`src/rtl/lcd_pkg.sv`:
```
// Shared types and HD44780 command set for the 16x2 character LCD refresh path.
// Both the sequencer and the byte writer import this package.
package lcd_pkg;

    // Top-level sequencer states
    typedef enum logic [2:0] {
        S_PWRUP,
        S_INIT,
        S_ADDR1,
        S_LINE1,
        S_ADDR2,
        S_LINE2,
        S_FEND
    } state_e;

    // Byte writer phases
    typedef enum logic [2:0] {
        W_IDLE,
        W_SETUP,
        W_EN,
        W_WAIT,
        W_DONE
    } wr_state_e;

    localparam logic [7:0] FUNC_SET_8B2L = 8'h38;
    localparam logic [7:0] DISP_ON       = 8'h0C;
    localparam logic [7:0] CLEAR         = 8'h01;
    localparam logic [7:0] ENTRY_INC     = 8'h06;
    localparam logic [7:0] DDRAM_L1      = 8'h80;
    localparam logic [7:0] DDRAM_L2      = 8'hC0;

    localparam int LINE_LEN = 16;

    localparam logic [4:0] L1_LAST  = 5'(LINE_LEN - 1);
    localparam logic [4:0] L2_FIRST = 5'(LINE_LEN);
    localparam logic [4:0] L2_LAST  = 5'(2 * LINE_LEN - 1);

    // Power-on init command list, indexed by the init pointer.
    // Pointer value 2 is the clear command and needs the long wait.
    localparam logic [1:0] CLR_PTR  = 2'd2;
    localparam logic [1:0] LAST_PTR = 2'd3;

    function automatic logic [7:0] init_cmd(input logic [1:0] ptr);
        logic [7:0] c;
        c = FUNC_SET_8B2L;
        unique case (ptr)
            2'd0: c = FUNC_SET_8B2L;
            2'd1: c = DISP_ON;
            2'd2: c = CLEAR;
            2'd3: c = ENTRY_INC;
            default: c = FUNC_SET_8B2L;
        endcase
        return c;
    endfunction

endpackage

```
`src/rtl/lcd_refresh_ctrl_writer.sv`:
```
// HD44780 single-byte write: drive RS/DATA, setup, E strobe, post-write wait.
// Owns the only timing counter; done pulses one cycle after the wait ends.
module lcd_byte_writer
    import lcd_pkg::*;
#(
    parameter int SETUP_CYC    = 2,
    parameter int EN_HIGH_CYC  = 12,
    parameter int CMD_WAIT_CYC = 2000,
    parameter int CLR_WAIT_CYC = 82000
) (
    input  logic       clk,
    input  logic       rst_n,
    input  logic       start_i,
    input  logic [7:0] byte_i,
    input  logic       rs_i,
    input  logic       wait_sel_i,
    output logic       done_o,
    output logic       busy_o,
    output logic [7:0] lcd_data_o,
    output logic       lcd_rs_o,
    output logic       lcd_en_o
);

    localparam int M1   = (SETUP_CYC > EN_HIGH_CYC) ? SETUP_CYC : EN_HIGH_CYC;
    localparam int M2   = (CMD_WAIT_CYC > CLR_WAIT_CYC) ? CMD_WAIT_CYC : CLR_WAIT_CYC;
    localparam int MAXV = (M1 > M2) ? M1 : M2;
    localparam int CW   = $clog2(MAXV + 1);

    wr_state_e      state_q, state_d;
    logic [CW-1:0]  cnt_q, cnt_d;
    logic [7:0]     data_q, data_d;
    logic           rs_q, rs_d;
    logic           en_q, en_d;
    logic           sel_q, sel_d;
    logic [CW-1:0]  wait_last;

    assign wait_last = sel_q ? CW'(CLR_WAIT_CYC - 1) : CW'(CMD_WAIT_CYC - 1);

    // Phase register plus the pin-facing registers (async clear drops E at once)
    always_ff @(posedge clk or negedge rst_n) begin
        if (!rst_n) begin
            state_q <= W_IDLE;
            cnt_q   <= '0;
            data_q  <= '0;
            rs_q    <= 1'b0;
            en_q    <= 1'b0;
            sel_q   <= 1'b0;
        end else begin
            state_q <= state_d;
            cnt_q   <= cnt_d;
            data_q  <= data_d;
            rs_q    <= rs_d;
            en_q    <= en_d;
            sel_q   <= sel_d;
        end
    end

    // Phase sequencing; bus values only reload on an accepted start
    always_comb begin
        state_d = state_q;
        cnt_d   = cnt_q;
        data_d  = data_q;
        rs_d    = rs_q;
        en_d    = en_q;
        sel_d   = sel_q;
        unique case (state_q)
            W_IDLE: begin
                if (start_i) begin
                    data_d  = byte_i;
                    rs_d    = rs_i;
                    sel_d   = wait_sel_i;
                    cnt_d   = '0;
                    state_d = W_SETUP;
                end
            end
            W_SETUP: begin
                if (cnt_q == CW'(SETUP_CYC - 1)) begin
                    cnt_d   = '0;
                    en_d    = 1'b1;
                    state_d = W_EN;
                end else begin
                    cnt_d = cnt_q + 1'b1;
                end
            end
            W_EN: begin
                if (cnt_q == CW'(EN_HIGH_CYC - 1)) begin
                    cnt_d   = '0;
                    en_d    = 1'b0;
                    state_d = W_WAIT;
                end else begin
                    cnt_d = cnt_q + 1'b1;
                end
            end
            W_WAIT: begin
                if (cnt_q == wait_last) begin
                    cnt_d   = '0;
                    state_d = W_DONE;
                end else begin
                    cnt_d = cnt_q + 1'b1;
                end
            end
            W_DONE: begin
                state_d = W_IDLE;
            end
            default: begin
                state_d = W_IDLE;
                en_d    = 1'b0;
            end
        endcase
    end

    assign done_o     = (state_q == W_DONE);
    assign busy_o     = (state_q != W_IDLE);
    assign lcd_data_o = data_q;
    assign lcd_rs_o   = rs_q;
    assign lcd_en_o   = en_q;

    // The sequencer must never request a write while one is in flight
    a_no_start_busy: assert property (
        @(posedge clk) disable iff (!rst_n) !(start_i && busy_o)
    );

endmodule

```
`src/rtl/lcd_refresh_ctrl.sv`:
```
// 16x2 LCD refresh sequencer: power-up delay, init commands, then endless
// line-1/line-2 sweeps of lcd_index, sampling lcd_char for each position.
module lcd_refresh_ctrl
    import lcd_pkg::*;
#(
    parameter int POWERUP_CYC  = 750000,
    parameter int SETUP_CYC    = 2,
    parameter int EN_HIGH_CYC  = 12,
    parameter int CMD_WAIT_CYC = 2000,
    parameter int CLR_WAIT_CYC = 82000
) (
    input  logic       clk,
    input  logic       rst_n,
    input  logic       enable,
    input  logic [7:0] lcd_char,
    output logic [7:0] lcd_index,
    output logic [7:0] lcd_data,
    output logic       lcd_rs,
    output logic       lcd_rw,
    output logic       lcd_en,
    output logic       lcd_on,
    output logic       init_done,
    output logic       frame_done
);

    localparam int PW = $clog2(POWERUP_CYC + 1);

    state_e        state_q, state_d;
    logic [PW-1:0] pwr_q, pwr_d;
    logic [1:0]    ptr_q, ptr_d;
    logic [4:0]    idx_q, idx_d;
    logic          start_q, start_d;
    logic          init_q, init_d;
    logic          fd_q, fd_d;
    logic          on_q;

    logic [7:0]    wr_byte;
    logic          wr_rs;
    logic          wr_sel;
    logic          wr_done;
    logic          wr_busy;

    // Sequencer state and bookkeeping registers
    always_ff @(posedge clk or negedge rst_n) begin
        if (!rst_n) begin
            state_q <= S_PWRUP;
            pwr_q   <= '0;
            ptr_q   <= '0;
            idx_q   <= '0;
            start_q <= 1'b0;
            init_q  <= 1'b0;
            fd_q    <= 1'b0;
        end else begin
            state_q <= state_d;
            pwr_q   <= pwr_d;
            ptr_q   <= ptr_d;
            idx_q   <= idx_d;
            start_q <= start_d;
            init_q  <= init_d;
            fd_q    <= fd_d;
        end
    end

    // Panel power comes up on the first clock after reset release
    always_ff @(posedge clk or negedge rst_n) begin
        if (!rst_n) begin
            on_q <= 1'b0;
        end else begin
            on_q <= 1'b1;
        end
    end

    // Next state; start is a one-cycle request raised on each transition
    always_comb begin
        state_d = state_q;
        pwr_d   = pwr_q;
        ptr_d   = ptr_q;
        idx_d   = idx_q;
        start_d = 1'b0;
        init_d  = init_q;
        fd_d    = 1'b0;
        unique case (state_q)
            S_PWRUP: begin
                if (pwr_q == PW'(POWERUP_CYC - 1)) begin
                    pwr_d   = '0;
                    ptr_d   = '0;
                    start_d = 1'b1;
                    state_d = S_INIT;
                end else begin
                    pwr_d = pwr_q + 1'b1;
                end
            end
            S_INIT: begin
                if (init_q) begin
                    if (enable) begin
                        idx_d   = '0;
                        start_d = 1'b1;
                        state_d = S_ADDR1;
                    end
                end else if (wr_done) begin
                    if (ptr_q == LAST_PTR) begin
                        init_d = 1'b1;
                        if (enable) begin
                            idx_d   = '0;
                            start_d = 1'b1;
                            state_d = S_ADDR1;
                        end
                    end else begin
                        ptr_d   = ptr_q + 1'b1;
                        start_d = 1'b1;
                    end
                end
            end
            S_ADDR1: begin
                if (wr_done) begin
                    start_d = 1'b1;
                    state_d = S_LINE1;
                end
            end
            S_LINE1: begin
                if (wr_done) begin
                    start_d = 1'b1;
                    if (idx_q == L1_LAST) begin
                        idx_d   = L2_FIRST;
                        state_d = S_ADDR2;
                    end else begin
                        idx_d = idx_q + 1'b1;
                    end
                end
            end
            S_ADDR2: begin
                if (wr_done) begin
                    start_d = 1'b1;
                    state_d = S_LINE2;
                end
            end
            S_LINE2: begin
                if (wr_done) begin
                    if (idx_q == L2_LAST) begin
                        idx_d   = '0;
                        fd_d    = 1'b1;
                        state_d = S_FEND;
                    end else begin
                        idx_d   = idx_q + 1'b1;
                        start_d = 1'b1;
                    end
                end
            end
            S_FEND: begin
                if (enable) begin
                    idx_d   = '0;
                    start_d = 1'b1;
                    state_d = S_ADDR1;
                end
            end
            default: begin
                state_d = S_PWRUP;
            end
        endcase
    end

    // Byte/RS/wait selection for the write the current state issues
    always_comb begin
        wr_byte = 8'h00;
        wr_rs   = 1'b0;
        wr_sel  = 1'b0;
        unique case (state_q)
            S_INIT: begin
                wr_byte = init_cmd(ptr_q);
                wr_sel  = (ptr_q == CLR_PTR);
            end
            S_ADDR1: wr_byte = DDRAM_L1;
            S_ADDR2: wr_byte = DDRAM_L2;
            S_LINE1, S_LINE2: begin
                wr_byte = lcd_char;
                wr_rs   = 1'b1;
            end
            default: wr_byte = 8'h00;
        endcase
    end

    lcd_byte_writer #(
        .SETUP_CYC    (SETUP_CYC),
        .EN_HIGH_CYC  (EN_HIGH_CYC),
        .CMD_WAIT_CYC (CMD_WAIT_CYC),
        .CLR_WAIT_CYC (CLR_WAIT_CYC)
    ) u_writer (
        .clk        (clk),
        .rst_n      (rst_n),
        .start_i    (start_q),
        .byte_i     (wr_byte),
        .rs_i       (wr_rs),
        .wait_sel_i (wr_sel),
        .done_o     (wr_done),
        .busy_o     (wr_busy),
        .lcd_data_o (lcd_data),
        .lcd_rs_o   (lcd_rs),
        .lcd_en_o   (lcd_en)
    );

    assign lcd_index  = {3'b000, idx_q};
    assign lcd_rw     = 1'b0;
    assign lcd_on     = on_q;
    assign init_done  = init_q;
    assign frame_done = fd_q;

endmodule

```
`config.mk`:
```
export PLATFORM = sky130hd
export DESIGN_NAME = lcd_refresh_ctrl
export DESIGN_NICKNAME = d
export VERILOG_FILES = /design/src/rtl/lcd_pkg.sv /design/src/rtl/lcd_refresh_ctrl_writer.sv /design/src/rtl/lcd_refresh_ctrl.sv
export SDC_FILE = /design/constraint.sdc
export NUM_CORES = 1
export LEC_CHECK = 0
export ABC_CLOCK_PERIOD_IN_PS = 1950
export CAP_MARGIN = 10
export CORE_AREA = 2 2 89 113
export CTS_CLUSTER_DIAMETER = 150
export CTS_CLUSTER_SIZE = 14
export DETAILED_ROUTE_END_ITERATION = 12
export DIE_AREA = 0 0 91 115
export GPL_ROUTABILITY_DRIVEN = 0
export GPL_TIMING_DRIVEN = 0
export SYNTH_ARGS = -nofsm -noshare
export SYNTH_HDL_FRONTEND = slang
export SYNTH_SLANG_ARGS = --single-unit
```
`constraint.sdc`:
```
create_clock -name clk -period 1.95 [get_ports clk]
set_input_delay 0.39 -clock clk [delete_from_list [all_inputs] [get_ports clk]]
set_output_delay 0.39 -clock clk [all_outputs]
set_load 0.02 [all_outputs]
```
==> results of run 1 <==
-- stage by stage --
| stage | std cells | instance area, um2 | total power [mW] | utilization | setup WS (ns) |
|---|---|---|---|---|---|
| floorplan | 427 | 3700 | 1.39 | - | 0.0641 |
| global placement | 581 | 4130 | 1.44 | 0.439 | -1.76 |
| detailed placement | 581 | 4130 | 1.44 | 0.439 | -0.259 |
| CTS | 600 | 4470 | 2.88 | 0.476 | 0.00160 |
| global route | 620 | 4790 | 2.94 | 0.510 | -0.119 |
| finish | 620 | 4790 | 2.85 | 0.510 | 0.00750 |
-- cells by family after synthesis --
| family | Yosys count |
|---|---|
| buffers and inverters | 34 |
| DFF | 65 |
| adders and majority gates | 10 |
| xor gates and xnor gates | 19 |
| and+or+nand+nor | 204 |
| AOI/OAI and AO/OA | 89 |
| muxes | 1 |
| other | 2 |
-- cells in the final DEF (no fill, tap or decap), drive strengths merged, types with 3 or more instances in the layout --
cell type,synthesis,routed
a21o,4,4
a21oi,9,9
a22oi,5,5
and2,7,7
and3,9,9
buf,13,35
clkbuf,8,19
clkdlybuf4s50,0,27
clkinv,0,4
conb,2,5
dfrtp,65,65
ha,10,10
inv,13,13
nand2,71,71
nand3,22,22
nand3b,3,3
nand4,8,8
nor2,41,43
nor2b,5,5
nor3,16,16
nor3b,3,3
nor4,4,4
nor4b,3,3
o211ai,9,9
o21a,3,3
o21ai,41,42
o22ai,8,8
or2,3,3
xnor2,11,11
xor2,8,8
-- where the power goes --
part,switching (mW),internal (mW),leakage [nW]
registers,0.000245,1.35,0.838
clock network,0.556,0.877,0.135
logic,0.0414,0.0245,1.19
total,0.597,2.25,2.16
-- repair_timing --
item,4_1_cts,5_1_grt
gates cloned,1,3
endpoints found under the setup margin,30,36
resized for setup,12,51
setup buffers,3,19
pin swaps,6,23
-- cell type report --
class | count | area [um2] | area share
buffer | 20 | 126 | 0.0264
clock buffer | 11 | 243 | 0.0506
clock inverter | 4 | 20.0 | 0.00418
inverter | 13 | 48.8 | 0.0102
multi-input combinational | 331 | 2100 | 0.439
sequential | 65 | 1640 | 0.343
tap | 126 | 158 | 0.0329
timing repair buffer | 50 | 450 | 0.0939
-- critical path, delay by kind of cell (launching register included) --
| kind | cells | cell delay, ns |
|---|---|---|
| buffers and inverters | 1 | 0.17 |
| AOI/OAI and AO/OA | 4 | 0.76 |
| DFF | 1 | 0.45 |
| and+or+nand+nor | 2 | 0.42 |
-- flip-flops by register name (all words and copies together), names as in the netlist --
name / count
u_writer.lcd_en_o: 1
u_writer.state_q: 3
u_writer.sel_q: 1
pwr_q: 20
u_writer.cnt_q: 17
u_writer.lcd_data_o: 8
u_writer.lcd_rs_o: 1
idx_q: 5
ptr_q: 2
frame_done: 1
start_q: 1
lcd_on: 1
state_q: 3
init_done: 1
-- how the worst min path moves through the flow --
stage	from	endpoint	slack [ns]	cells past startpoint
after CTS	rst_n	u_writer.lcd_data_o[5]	0.20	1
after floorplan	rst_n	frame_done	0.09	0
final	rst_n	u_writer.lcd_data_o[5]	0.15	1
after global placement	u_writer.lcd_data_o[2]	u_writer.lcd_data_o[2]	0.47	2
after detailed placement	u_writer.lcd_rs_o	u_writer.lcd_rs_o	0.47	2
after global routing	rst_n	u_writer.lcd_data_o[5]	0.22	1
-- layer usage --
metal	wire length [um]	vias up	GRT usage
met1	3850	1632	0.208
met3	226	14	0.0282
met4	164	0	0.0788
li1	-	1612	-
met2	4480	50	0.282
met5	0	-	0
==> impl_metrics.ini, run 1 <==
[run_status]
outcome = finished, final reports clean

[yosys]
synth_common_cells = 71 x nand2_1, 65 x dfrtp_1, 39 x nor2_1, 25 x o21ai_0, 22 x nand3_1
synth.distinct_cells = 52
ys_warn_count = 0
yosysTopAreaCellShare = 0.441
synth-async-reset-ratio = 1.00
yosysSeqAreaShare = 0.441
yosysTopAreaCell = dfrtp_1
synth_area_um2 = 3680
synthAdderAreaFrac = 0.0340
syn-instance-count = 424
synthMuxAreaShare = 0.00272
ys_seq_elements = 65
syn_avg_cell_area_um2 = 8.69
synth_top_family_by_area = simple AND/OR/NAND/NOR gates
synth-main-ff-cell = dfrtp_1
synth-compound-area-share = 0.152
synth_edf_count = 0
synth.area.top_cells = dfrtp_1 44%, nand2_1 7.2%, nor2_1 4.0%, ha_1 3.4%, o21ai_0 3.4%
synth_most_common_cell = nand2_1
synthXorXnorAreaFrac = 0.0452
yosys.area_share.simple = 0.280

[cells_and_area]
fill_cells = 908
layout.nets = 511
drive_gt1_frac = 0.204
antenna-diode-count = 0
syn_to_final_growth_pct = 30.1

[critical_path]
endpoint = u_writer.cnt_q[8]
worst_r2r_path_depth = 7
max_stage_delay_ns = 0.45
arrival_ns = 2.14
path_max_fanout = 6
r2r_end = u_writer.cnt_q[8]
required_ns = 2.15
crit_chain = nor4b_2 > nand3_1 > a211oi_4 > buf_4 > o21ai_2 > o21ai_0 > o211ai_1
r2r_start = u_writer.cnt_q[14]
critPathLaunchType = flop
crit_start = u_writer.cnt_q[14]
critical_path_class = reg2reg
cp-end-kind = flop
reg2reg_slack_ns = 0.007
crit_path_top_delay_cell = dfrtp_2

[timing]
finalSetupViolCount = 0
slew-limit-headroom = 0.448
min_period_over_period = 0.996
hold_ws_ns = 0.154
finalMaxSlewViolations = 0
rsz0062_at_grt = true
finalSetupTns_ns = 0
skew_ns = 0.00417
layout_min_cycle_time_ns = 1.94
worstMarginPinSlew_ns = 0.828
max_freq_ghz = 0.515
report.final.hold_viol_count = 0

[worst_hold_path]
hold_class = in2async

[routing]
firstDrtPassIters = 5
drt-total-wl_um = 8720
drt_iter0_markers = 133
route.detailed.drc = 0
vias = 3308
wire_per_inst_um = 14.1
antenna_left = 0
vias_per_cell = 5.34

[floorplanning]
die-area_um2 = 10500
start_util = 0.392
core_um2 = 9410
dieHeight_um = 115
io_pins = 33
rows = 40
chipWidth_um = 91

[cts]
cts.sinks = 65
ctsHoldBuffers = 0
numCtsBuffers = 9
clock_path_buffers = 2
htreeDepth = 3
clockRootBuffer = clkbuf_16
clock_latency_ns = 0.33
clk_pin_slew_ns = 0.05
tritoncts = yes

[global_route]
grt_pass1_wl_um = 14200
antenna_found_initial = 0
grt_pass1_vias = 3079
grt_usage = 0.167
grt_max_degree = 66
gr-total-overflow = 0

[power_and_ir_drop]
powerDensity_nw_per_um2 = 594
vdd_drop_max_v = 0.000403
leakage_nw = 2.16

[placement]
hpwl_um = 5680
io_buffer_count = 28

[job]
drv_cap = 0
Power figures use the tool's default switching activity.
==> inputs of run 2 (changes only) <==
CORE_AREA = 2 2 99 101   (was 2 2 89 113)
DIE_AREA = 0 0 101 103   (was 0 0 91 115)
==> run 2 against run 1 <==
Compared with the run above: final cell count decreased by 0.97%; clock power decreased by 6%; count of clock-buffer cells in the layout increased by 2; sequential power about the same; critical endpoint is now u_writer.cnt_q[16]; highest routed layer unchanged.
==> impl_metrics.ini, run 2 (synthesis results as in run 1) <==
[critical_path]
r2r_start = u_writer.cnt_q[0]
arrival_ns = 2.19
reg2reg_slack_ns = 0.02
critical_path_class = reg2reg
worst_r2r_path_depth = 8
path_max_fanout = 10
critPathLaunchType = flop
r2r_end = u_writer.cnt_q[16]
cp-end-kind = flop
required_ns = 2.21

[cells_and_area]
largest_reg_flops = 20
seq_area_um2 = 1640
fin_area_um2 = 4840
layout_commonest_cell = nand2_1
layout.nets = 517
drive_gt1_frac = 0.218
fill_cells = 868
postLayoutCoreUtil = 0.511
multi_input_area_um2 = 2160
mostFrequentLayoutCells = 71 x nand2_1, 57 x dfrtp_1, 36 x nor2_1
syn_to_final_growth_pct = 31.3
regMostFlops = pwr_q
antenna-diode-count = 0

[power_and_ir_drop]
vdd_drop_max_v = 0.000380
leakage_nw = 2.17
power.total_mw = 2.75
powerDensity_nw_per_um2 = 569

[routing]
firstDrtPassIters = 4
antenna_left = 0
vias = 3278
wire_per_inst_um = 14.5
route.detailed.drc = 0
drt-total-wl_um = 8910
drt_iter0_markers = 128
vias_per_cell = 5.34

[global_route]
gr-total-overflow = 0
grt_max_degree = 66
grt_pass1_vias = 2995
grt_pass1_wl_um = 14400
grt_usage = 0.173
antenna_found_initial = 0

[timing]
min_period_over_period = 0.989
finalMaxSlewViolations = 0
finalSetupTns_ns = 0
max_freq_ghz = 0.519
slew-limit-headroom = 0.445
report.final.hold_viol_count = 0
finalSetupViolCount = 0
layout_min_cycle_time_ns = 1.93
fin_ws_ns = 0.0215
skew_ns = 0.00920
rsz0062_at_grt = true
worstMarginPinSlew_ns = 0.832

[cts]
numCtsBuffers = 9
clockRootBuffer = clkbuf_8
htreeDepth = 3
cts.sinks = 65
tritoncts = yes
clk_pin_slew_ns = 0.07
clock_latency_ns = 0.34
clock_path_buffers = 2

[job]
drv_cap = 0

[worst_hold_path]
hold_class = in2async

[placement]
dp_worst_setup_slack_ns = -0.146
io_buffer_count = 28
hpwl_um = 5480
placed_cell_area_um2 = 4120

[floorplanning]
start_util = 0.390
dieHeight_um = 103
io_pins = 33
core_um2 = 9460
die-area_um2 = 10400
chipWidth_um = 101
rows = 36

[run_status]
outcome = finished, final reports clean
[run 2: cell count changes in the layout (fill, tap and decap cells not counted), sizes merged]
| cell | delta |
|---|---|
| bufinv | +2 |
| clkbuf | +1 |
| clkinv | -4 |
| buf | +7 |
[run 2: critical path, stage by stage, from the launching register on]
cell and delay (ns):
dfrtp_2 0.44, ha_4 0.18, buf_4 0.13, nand4_1 0.10, nor2_2 0.07, nor4b_4 0.38
clkbuf_4 0.35, o21ai_1 0.10, o211ai_1 0.08
[run 2: layer usage]
metal | track usage | wire length (um) | vias up | share of wire
met5 | 0 | 0 | - | 0
met4 | 0.0530 | 96 | 0 | 0.011
met3 | 0.0400 | 426 | 8 | 0.048
met2 | 0.278 | 4330 | 82 | 0.49
met1 | 0.233 | 4060 | 1567 | 0.46
li1 | - | - | 1621 | -
[run 2: area by class of cell]
class,count,area share
multi-input combinational,331,0.446
sequential,65,0.338
tap,114,0.0295
clock inverter,2,0.0124
timing repair buffer,58,0.106
inverter,13,0.0101
clock buffer,13,0.0349
buffer,18,0.0228
[run 2: what timing repair did]
| item | in CTS | in global routing |
|---|---|---|
| endpoints found under the setup margin | 29 | 38 |
| setup buffers | 4 | 25 |
| gates cloned | 1 | 3 |
| resized for setup | 7 | 58 |
| pin swaps | 4 | 26 |
| hold buffers | 0 | 0 |
[run 2: where the power goes]
group | switching, mW | internal [mW]
clock network | 0.518 | 0.819
logic | 0.0421 | 0.0246
registers | 0.000212 | 1.35
[run 2: worst max path at each step]
stage,from,endpoint,cells past startpoint
2_1_floorplan,idx_q[0],idx_q[2],7
3_3_place_gp,rst_n,pwr_q[13],1
3_5_place_dp,pwr_q[6],pwr_q[19],5
4_1_cts,idx_q[0],state_q[2],8
5_1_grt,u_writer.cnt_q[14],u_writer.cnt_q[10],6
6_report,u_writer.cnt_q[0],u_writer.cnt_q[16],8
[run 2: stage by stage]
step                      hold slack, ns  instances
after floorplan                   0.0944        427
after global placement             0.466        569
after detailed placement           0.475        569
after CTS                          0.179        589
after global routing               0.223        614
final                              0.140        614
